## src/rtl/serial_pkg.sv

```systemverilog
// Shared definitions for the XOR parity serial link.
// Used by both the frame generator and the frame receiver.
package serial_pkg;

    typedef enum logic [1:0] {
        S_IDLE   = 2'd0,
        S_DATA   = 2'd1,
        S_PARITY = 2'd2,
        S_STOP   = 2'd3
    } rx_state_t;

    localparam logic START_BIT = 1'b0;
    localparam logic STOP_BIT  = 1'b1;

    function automatic logic parity_of(input logic [31:0] v);
        return ^v;
    endfunction

endpackage

```

## src/rtl/frame_timeout.sv

```systemverilog
// Inter-bit watchdog: counts idle clocks while a frame is open.
// A kick on the expiry cycle wins, so expired stays low then.
module frame_timeout #(
    parameter int TIMEOUT = 16
) (
    input  logic clk,
    input  logic rst,
    input  logic enable,
    input  logic kick,
    output logic expired
);

    localparam int TW = $clog2(TIMEOUT + 1);

    logic [TW-1:0] r_tcnt;

    always_ff @(posedge clk) begin
        if (rst || !enable || kick) begin
            r_tcnt <= '0;
        end else if (r_tcnt != TW'(TIMEOUT)) begin
            r_tcnt <= r_tcnt + TW'(1);
        end
    end

    // Fires on the TIMEOUT-th consecutive idle clock.
    assign expired = enable && !kick && (r_tcnt == TW'(TIMEOUT - 1));

endmodule

```

## src/rtl/parity_frame_rx.sv

```systemverilog
// Bit-serial frame receiver: start, DATA_W bits LSB first, parity, stop.
// Emits one registered word per frame with parity and framing status.
module parity_frame_rx
    import serial_pkg::*;
#(
    parameter int DATA_W     = 8,
    parameter bit PARITY_ODD = 1'b0,
    parameter int TIMEOUT    = 16
) (
    input  logic              clk,
    input  logic              rst,
    input  logic              bit_in,
    input  logic              bit_valid,
    output logic [DATA_W-1:0] data_out,
    output logic              data_valid,
    output logic              parity_err,
    output logic              frame_err,
    output logic              busy
);

    localparam int CW = $clog2(DATA_W + 1);
    localparam logic [DATA_W-1:0] MSB_ONE = DATA_W'(1) << (DATA_W - 1);

    rx_state_t         r_state, w_state_nxt;
    logic [CW-1:0]     r_cnt, w_cnt_nxt;
    logic              r_acc, w_acc_nxt;
    logic [DATA_W-1:0] r_shreg, w_shreg_nxt;
    logic [DATA_W-1:0] r_dout, w_dout_nxt;
    logic              r_dv, w_dv_nxt;
    logic              r_pe, w_pe_nxt;
    logic              r_fe, w_fe_nxt;
    logic              w_busy;
    logic              w_expired;

    assign w_busy = (r_state != S_IDLE);

    frame_timeout #(
        .TIMEOUT (TIMEOUT)
    ) u_timeout (
        .clk     (clk),
        .rst     (rst),
        .enable  (w_busy),
        .kick    (bit_valid),
        .expired (w_expired)
    );

    always_ff @(posedge clk) begin
        if (rst) begin
            r_state <= S_IDLE;
            r_cnt   <= '0;
            r_acc   <= 1'b0;
            r_shreg <= '0;
            r_dout  <= '0;
            r_dv    <= 1'b0;
            r_pe    <= 1'b0;
            r_fe    <= 1'b0;
        end else begin
            r_state <= w_state_nxt;
            r_cnt   <= w_cnt_nxt;
            r_acc   <= w_acc_nxt;
            r_shreg <= w_shreg_nxt;
            r_dout  <= w_dout_nxt;
            r_dv    <= w_dv_nxt;
            r_pe    <= w_pe_nxt;
            r_fe    <= w_fe_nxt;
        end
    end

    always_comb begin
        w_state_nxt = r_state;
        w_cnt_nxt   = r_cnt;
        w_acc_nxt   = r_acc;
        w_shreg_nxt = r_shreg;
        w_dout_nxt  = r_dout;
        w_dv_nxt    = 1'b0;
        w_pe_nxt    = 1'b0;
        w_fe_nxt    = 1'b0;
        unique case (r_state)
            S_IDLE: begin
                if (bit_valid && bit_in == START_BIT) begin
                    w_state_nxt = S_DATA;
                    w_cnt_nxt   = '0;
                    w_acc_nxt   = 1'b0;
                end
            end
            S_DATA: begin
                if (bit_valid) begin
                    // Shift in from the top so the first bit lands in bit 0.
                    w_shreg_nxt = (r_shreg >> 1) | (bit_in ? MSB_ONE : '0);
                    w_acc_nxt   = r_acc ^ bit_in;
                    w_cnt_nxt   = r_cnt + CW'(1);
                    if (r_cnt == CW'(DATA_W - 1)) begin
                        w_state_nxt = S_PARITY;
                    end
                end else if (w_expired) begin
                    w_state_nxt = S_IDLE;
                    w_fe_nxt    = 1'b1;
                end
            end
            S_PARITY: begin
                if (bit_valid) begin
                    w_acc_nxt   = r_acc ^ bit_in;
                    w_state_nxt = S_STOP;
                end else if (w_expired) begin
                    w_state_nxt = S_IDLE;
                    w_fe_nxt    = 1'b1;
                end
            end
            S_STOP: begin
                if (bit_valid) begin
                    w_state_nxt = S_IDLE;
                    if (bit_in == STOP_BIT) begin
                        w_dout_nxt = r_shreg;
                        w_dv_nxt   = 1'b1;
                        w_pe_nxt   = (r_acc != PARITY_ODD);
                    end else begin
                        w_fe_nxt = 1'b1;
                    end
                end else if (w_expired) begin
                    w_state_nxt = S_IDLE;
                    w_fe_nxt    = 1'b1;
                end
            end
        endcase
    end

    assign data_out   = r_dout;
    assign data_valid = r_dv;
    assign parity_err = r_pe;
    assign frame_err  = r_fe;
    assign busy       = w_busy;

endmodule
```

## config.mk

```make
export PLATFORM = sky130hd
export DESIGN_NAME = parity_frame_rx
export DESIGN_NICKNAME = d
export VERILOG_FILES = /design/src/rtl/serial_pkg.sv /design/src/rtl/frame_timeout.sv /design/src/rtl/parity_frame_rx.sv
export SDC_FILE = /design/constraint.sdc
export NUM_CORES = 1
export LEC_CHECK = 0
export CORE_ASPECT_RATIO = 1.4
export CORE_MARGIN = 4
export CORE_UTILIZATION = 40
export CTS_BUF_LIST = sky130_fd_sc_hd__clkbuf_16
export DETAILED_ROUTE_END_ITERATION = 8
export PLACE_DENSITY = 0.6
export SKIP_CTS_REPAIR_TIMING = 1
export SYNTH_ARGS = -nofsm -noshare
export SYNTH_HDL_FRONTEND = slang
export SYNTH_SLANG_ARGS = --single-unit
export TNS_END_PERCENT = 10
```

## constraint.sdc

```tcl
create_clock -name clk -period 1.5 [get_ports clk]
set_input_delay 0.45 -clock clk [delete_from_list [all_inputs] [get_ports clk]]
set_output_delay 0.45 -clock clk [all_outputs]
set_load 0.05 [all_outputs]
```

Word-level counts from Yosys, hierarchy flattened

Index checks and enable logic that the tools add are counted.

Bitwise logic cells: 5
Reductions and logical operators: 19
Equal/unequal tests: 10
Add/subtract/negate cells: 2
Muxes and demuxes: 20

Operator list:

| kind                                          | number |
|---|---|
| 2-to-1 mux 2 bit                              | 6 |
| AND reduction 3 bit                           | 3 |
| 2-to-1 mux 4 bit                              | 2 |
| 2-to-1 mux 8 bit                              | 1 |
| OR 7 x 8 -> 8 bit                             | 1 |
| case mux 2 bit (4 select lines)               | 1 |
| case mux 4 bit (2 select lines)               | 1 |
| 2-to-1 mux 1 bit                              | 7 |
| nonzero test 2 bit                            | 3 |
| adder 5 x 1 -> 5 bit, second input constant   | 1 |
| == test 5 x 4 -> 1 bit, second input constant | 1 |
| != test 5 bit, second input constant          | 1 |
| adder 4 x 1 -> 4 bit, second input constant   | 1 |
| == test 2 bit, second input constant          | 2 |
| == test 4 x 3 -> 1 bit, second input constant | 1 |
| != test 2 bit, second input constant          | 2 |
| case mux 1 bit (2 select lines)               | 2 |
| AND reduction 2 bit                           | 2 |
| OR reduction 4 bit                            | 1 |
| logical AND 1 bit                             | 3 |
| != test 3 bit, second input constant          | 1 |
| inverter 1 bit                                | 3 |
| OR reduction 3 bit                            | 1 |
| == test 2 x 1 -> 1 bit, second input constant | 1 |
| other kinds (6)                               | 8 |

Flip-flop bits (word level): 31
Word-level logic and storage cells: 65
Input bits: 4

Longest topological paths before layout

Gate-level depths: netlist of the first run.

Depth after elaboration: 6
Mapped depth: 7
Depth with buffers taken out: 6

By module

Synthesis of the first run repeated with hierarchy kept, for this count alone.

Cells, all modules: 168
Area, all modules: 1428.9 µm²

Modules (own cells, without submodules):

| module          | cells an instance | instances | area each (µm²) |
|---|---|---|---|
| parity_frame_rx | 141               | 1         | 1168.6 |
| frame_timeout   | 27                | 1         | 260.2 |

Worst setup path before layout of the first run

OpenSTA, ideal clock, no wires.

Kind: register to register
Start point: reg r_state[0]
End point: reg r_acc
Stages on the path, launching flop included: 8
Slack: -0.056 ns
Buffers on the path: 1
Required time: 1.384 ns
Arrival: 1.440 ns
Cells stage by stage: dfxtp_1 -> inv_1 -> ha_1 -> buf_4 -> inv_2 -> and3_1 -> mux2i_1 -> nor3_1

Longest elaborated chain between the ends: 4
Elaborated cells on any way between the ends: 9
Classes of those cells: 4 x eq/ne; 1 x mux; 4 x reduce/logical

Ends and longest elaborated chain:

| item                                                                                 | RTL line              | text |
|---|---|---|
| from (decl)                                                                          | parity_frame_rx.sv:24 | `rx_state_t r_state, w_state_nxt;` |
| from (signal assigned)                                                               | parity_frame_rx.sv:58 | `r_state <= w_state_nxt;` |
| == test 2 bit / == test 2 x 1 -> 1 bit (equally long branches)                       | parity_frame_rx.sv:78 | `unique case (r_state)` |
| OR reduction 2 bit (no source line)                                                  | n/a                   |  |
| != test 2 x 1 -> 1 bit (no source line) / nonzero test 2 bit (equally long branches) | n/a                   |  |
| AND reduction 3 bit (no source line)                                                 | n/a                   |  |
| to (signal assigned)                                                                 | parity_frame_rx.sv:60 | `r_acc <= w_acc_nxt;` |
| to (decl)                                                                            | parity_frame_rx.sv:26 | `logic r_acc, w_acc_nxt;` |

Several ways; a longest one is shown, not always the timed one.
A chain may end at the register's enable or synchronous reset.

Worst setup path in the final report of the first run

Start point: reg r_state[1]
End point: out busy

Longest elaborated chain between the ends: 1

Ends and longest elaborated chain:

| item               | RTL line              | text |
|---|---|---|
| nonzero test 2 bit | parity_frame_rx.sv:35 | `assign w_busy = (r_state != S_IDLE);` |
| to (decl)          | parity_frame_rx.sv:18 | `output logic busy` |

Every way passes these cells.

==> results of run 1 <==
-- kinds of logic (layout without fill, tap and decap cells) --
family / after synthesis / count (layout) / share of synthesized area
adders and majority gates: 8 / 8 / 0.0719
DFF: 31 / 31 / 0.446
xor gates and xnor gates: 5 / 5 / 0.0315
and+or+nand+nor: 62 / 62 / 0.198
buffers and inverters: 19 / 51 / 0.0603
AOI/OAI and AO/OA: 37 / 37 / 0.178
muxes: 2 / 2 / 0.0144
-- registers in the layout (all words and copies together) (netlist names) --
signal,flops
u_timeout.r_tcnt,5
frame_err,1
data_out,8
r_cnt,4
parity_err,1
r_acc,1
r_state,2
r_shreg,8
data_valid,1
-- layout make-up --
class / count / share of cell area
clock inverter: 3 / 0.00752
sequential: 31 / 0.313
inverter: 11 / 0.0232
timing repair buffer: 32 / 0.208
multi-input combinational: 114 / 0.360
tap: 40 / 0.0251
clock buffer: 5 / 0.0627
-- per-stage QoR --
step | power [mW] | instance area, µm²
2_1_floorplan | 0.972 | 1390
3_3_place_gp | 1.05 | 1810
3_5_place_dp | 1.05 | 1810
4_1_cts | 2.00 | 1950
5_1_grt | 2.08 | 2000
6_report | 2.00 | 2000
-- power by group --
part	total (mW)	leakage [nW]	internal (mW)	switching [mW]
clock network	0.943	0.0733	0.603	0.340
registers	0.840	0.252	0.834	0.00596
logic	0.216	0.452	0.0951	0.120
total	2.00	0.777	1.53	0.466
-- critical path, stage by stage (launching register included) --
cell,delay [ps]
dfxtp_2,320
inv_2,100
ha_4,190
inv_6,60
buf_12,140
-- routing by layer --
layer  vias up  GRT usage  part of all wire
li1        613          -                 -
met4         0     0.0766             0.025
met2        21      0.252              0.53
met1       552      0.145              0.40
met5         -          0                 0
met3         5     0.0449             0.042
-- how the worst min path moves through the flow --
| stage | from | endpoint | slack [ps] | cells past startpoint |
|---|---|---|---|---|
| global route | r_shreg[0]$_SDFFE_PP0P_ | r_shreg[0]$_SDFFE_PP0P_ | 460 | 2 |
| floorplan | r_shreg[0]$_SDFFE_PP0P_ | data_out[0]$_SDFFE_PP0P_ | 430 | 2 |
| global placement | r_shreg[0]$_SDFFE_PP0P_ | data_out[0]$_SDFFE_PP0P_ | 440 | 2 |
| CTS | r_shreg[0]$_SDFFE_PP0P_ | r_shreg[0]$_SDFFE_PP0P_ | 450 | 2 |
| finish | r_shreg[0]$_SDFFE_PP0P_ | r_shreg[0]$_SDFFE_PP0P_ | 450 | 2 |
| detailed placement | r_shreg[0]$_SDFFE_PP0P_ | r_shreg[0]$_SDFFE_PP0P_ | 450 | 2 |
-- synthesized netlist by cell type (all sizes together), types with 2 or more instances --
cell | number | area (µm²)
a211oi | 3 | 22.5
a21oi | 21 | 105
and3 | 5 | 31.3
buf | 6 | 35.0
clkbuf | 2 | 7.51
dfxtp | 31 | 621
ha | 8 | 100
inv | 11 | 41.3
mux2i | 2 | 20.0
nand2 | 35 | 139
nand3 | 4 | 20.0
nor2 | 11 | 41.3
nor3 | 4 | 25.0
o211ai | 2 | 15.0
o21ai | 3 | 15.0
xnor2 | 3 | 26.3
xor2 | 2 | 17.5
==> flow_summary.yaml, run 1 <==
global_route:
  antenna_found_initial: 0
  grtUsageTotal: 0.143
  grt_pass1_vias: 1151
  grt_pass1_wl_um: 4950
  grt.overflow.total: 0
  grt_max_degree: 18
final_layout:
  mostFrequentLayoutCell: "nand2_1"
  nFillCells: 286
  area_delta_synth_final_pct: 43.4
  final_util: 0.591
  multi_input_area_um2: 718
  final_cells: 236
  layout-drive-gt1-share: 0.286
  nets: 207
  final_cell_mix: "34 x nand2_1, 27 x dfxtp_1, 21 x a21oi_1"
  regArea_um2: 626
  antennaDiodeCount: 0
logic_synthesis:
  ys.warnings.count: 0
  postSynthAreaPerCell_um2: 8.48
  synthCells: 164
  synthArstFlopShare: 0
  synth_nets: 176
  yosysSeqAreaShare: 0.446
  synth_cell_types: 33
  ys_ff_latch: 31
  synth-main-ff-cell: "dfxtp_1"
  syn_area_mm2: 0.00139
  synth_edf_count: 0
sta:
  rsz0062_at_grt: "yes"
  hold_viol: 0
  worst_slew_pin_slew_ps: 340
  fin_crit_ps: 1540
  maxSlewHeadroom: 0.772
  fin_skew_ps: 2.29
  setup_tns_ps: -39.5
  setup_slack_ps: -39.5
  fmax_ghz: 0.650
  hold_ws_ps: 451
  setup_viol: 1
  slew_violations: 0
  period_share: 1.03
drt:
  first_pass_iters: 4
  viasPerCell: 5.05
  wirelength_um: 2920
  ant_nets: 0
  wl_per_cell_um: 12.4
  drc: 0
  vias: 1191
  drtIter0Drc: 15
critical_path:
  r2r_cells: 6
  worst-endpoint-required_ps: 1050
  reg2reg_to: "r_state[0]$_SDFFE_PP0P_"
  crit_start: "r_state[1]$_SDFFE_PP0P_"
  endpoint: "busy"
  critical_path_arrival_ps: 1090
  crit_type: "flop to primary output"
  end_kind: "primary output"
  r2r_slack_ps: 50
  cp_max_fo: 8
  worstReg2RegStart: "u_timeout.r_tcnt[1]$_SDFFE_PP0P_"
  cp-start-kind: "flop"
die:
  initial_core_util: 0.412
  die-area_mm2: 0.00450
  die_h_um: 77.8
  rows: 25
  die_w_um: 57.8
  core_area_mm2: 0.00338
  ios: 16
cts:
  clkLatencyLatePin_ps: 270
  cts_buffers: 5
  h-tree-depth: 2
  clock_path_buffers: 2
  root_buffer: "clkbuf_16"
  cts_tree: "built"
  clock-sinks: 31
  clkTransAtPathRegs_ps: 50
status:
  violations: "setup timing"
  status: "finished with violations"
place:
  place_ws_ps: -387
  dp_cells: 228
  gp_congestion: 0.843
  hpwl_um: 2180
  numPortBuffers: 15
job:
  cap_violations: 0
pwr:
  leakage_nw: 0.777
  power_density_mw_per_mm2: 1000
  peakVddDrop_mv: 0.648
hold_path:
  hold_class: "flop to flop"
(Power assumes the default switching activity.)
==> run 2, diff against run 1 <==
==> constraint.sdc (replaced) <==
create_clock -name clk -period 1.3 [get_ports clk]
set_input_delay 0.39 -clock clk [delete_from_list [all_inputs] [get_ports clk]]
set_output_delay 0.39 -clock clk [all_outputs]
set_load 0.05 [all_outputs]
==> run 2 against run 1 <==
- the run still ends with setup timing left
- die area unchanged
- utilization up 5.5 points
- combinational power up 50%
- hold slack better by 7.7 ps
- clock skew about the same
- setup slack worse by 130 ps
- sequential power up 16%
- wire length up 15%
- largest cell class unchanged
- design area up 9.3%
- non-clock buffer count up 13
- cell count up 5.1%
- sequential share of layout area down 2.5 points
==> flow_summary.yaml, run 2 (synthesis gave the netlist of run 1 again) <==
cts:
  cts_buffers: 5
  clock_path_buffers: 2
  h-tree-depth: 2
  root_buffer: "clkbuf_16"
  cts_tree: "built"
  clkTransAtPathRegs_ps: 50
  clkLatencyLatePin_ps: 270
  clock-sinks: 31
place:
  gp_congestion: 0.804
  dp_cells: 233
  place_ws_ps: -513
  dpl_cell_area_mm2: 0.00187
  hpwl_um: 2380
  numPortBuffers: 15
pwr:
  combPwrFrac: 0.137
  internal_power_mw: 1.80
  leakage_nw: 0.845
  power_density_mw_per_mm2: 1080
  p_switching_mw: 0.547
  power_frac_seq: 0.413
  p_sw_frac: 0.233
  peakVddDrop_mv: 1.07
  p_total_mw: 2.35
  clockPowerShare: 0.449
die:
  die-area_mm2: 0.00450
  initial_core_util: 0.412
  die_w_um: 57.8
  rows: 25
  die_h_um: 77.8
  ios: 16
  core_area_mm2: 0.00338
status:
  status: "finished with violations"
  violations: "setup timing"
sta:
  worst_slew_pin_slew_ps: 335
  fmax_ghz: 0.682
  maxSlewHeadroom: 0.776
  rsz0062_at_grt: "yes"
  fin_skew_ps: 2.28
  slew_violations: 0
  hold_viol: 0
  period_share: 1.13
  setup_viol: 8
  hold_ws_ps: 458
  fin_crit_ps: 1470
  setup_tns_ps: -593
  setup_slack_ps: -167
drt:
  ant_nets: 0
  wl_per_cell_um: 13.5
  drc: 0
  vias: 1264
  viasPerCell: 5.10
  wirelength_um: 3360
  first_pass_iters: 4
  drtIter0Drc: 49
critical_path:
  r2r_slack_ps: -110
  crit_type: "flop to primary output"
  critical_path_arrival_ps: 1080
  cp-start-kind: "flop"
  cp_max_fo: 5
  end_kind: "primary output"
  worst-endpoint-required_ps: 910
global_route:
  antenna_found_initial: 0
  grt_max_degree: 14
  grt_pass1_vias: 1245
  grt_pass1_wl_um: 5300
  grtUsageTotal: 0.154
  grt.overflow.total: 0
final_layout:
  multi_input_area_um2: 787
  nFillCells: 285
  nets: 220
  area_delta_synth_final_pct: 56.7
  regArea_um2: 628
  antennaDiodeCount: 0
  final_util: 0.646
  fin_area_mm2: 0.00218
  mostFrequentLayoutCell: "nand2_1"
  layout-drive-gt1-share: 0.380
  final_cells: 248
  final_cell_mix: "33 x nand2_1, 28 x buf_4, 27 x dfxtp_1"
hold_path:
  hold_class: "flop to flop"
job:
  cap_violations: 0
run 2: routing by layer:
layer	GRT usage	vias up	share of wire
li1	-	633	-
met1	0.155	603	0.38
met2	0.278	21	0.56
met3	0.0466	7	0.035
met4	0.0766	0	0.024
met5	0	-	0
run 2: cell type report:
class / count / area share
sequential: 31 / 0.288
timing repair buffer: 45 / 0.241
inverter: 11 / 0.0258
multi-input combinational: 114 / 0.361
clock buffer: 5 / 0.0574
clock inverter: 2 / 0.00402
tap: 40 / 0.0229
run 2: critical path, cell delays in order (launching register included):
cell     delay [ps]
dfxtp_4         360
inv_4            70
ha_4            200
inv_12           40
buf_12          140
run 2: path summary, 6_finish.rpt:
kind	startpoint	to	cells past startpoint
setup reg to reg	r_state[0]$_SDFFE_PP0P_	r_cnt[2]$_SDFFE_PP0P_	7
hold / removal	r_shreg[0]$_SDFFE_PP0P_	r_shreg[0]$_SDFFE_PP0P_	2
setup / recovery	r_state[0]$_SDFFE_PP0P_	busy	4
hold reg to reg	r_shreg[0]$_SDFFE_PP0P_	r_shreg[0]$_SDFFE_PP0P_	2
run 2: power by group through the flow:
stage / Clock [mW] / Sequential [mW] / Combinational, mW
6_report: 1.06 / 0.972 / 0.323
5_1_grt: 1.13 / 0.972 / 0.346
4_1_cts: 1.09 / 0.970 / 0.249
3_5_place_dp: 0 / 0.989 / 0.247
3_3_place_gp: 0 / 0.988 / 0.243
2_1_floorplan: 0 / 0.987 / 0.158
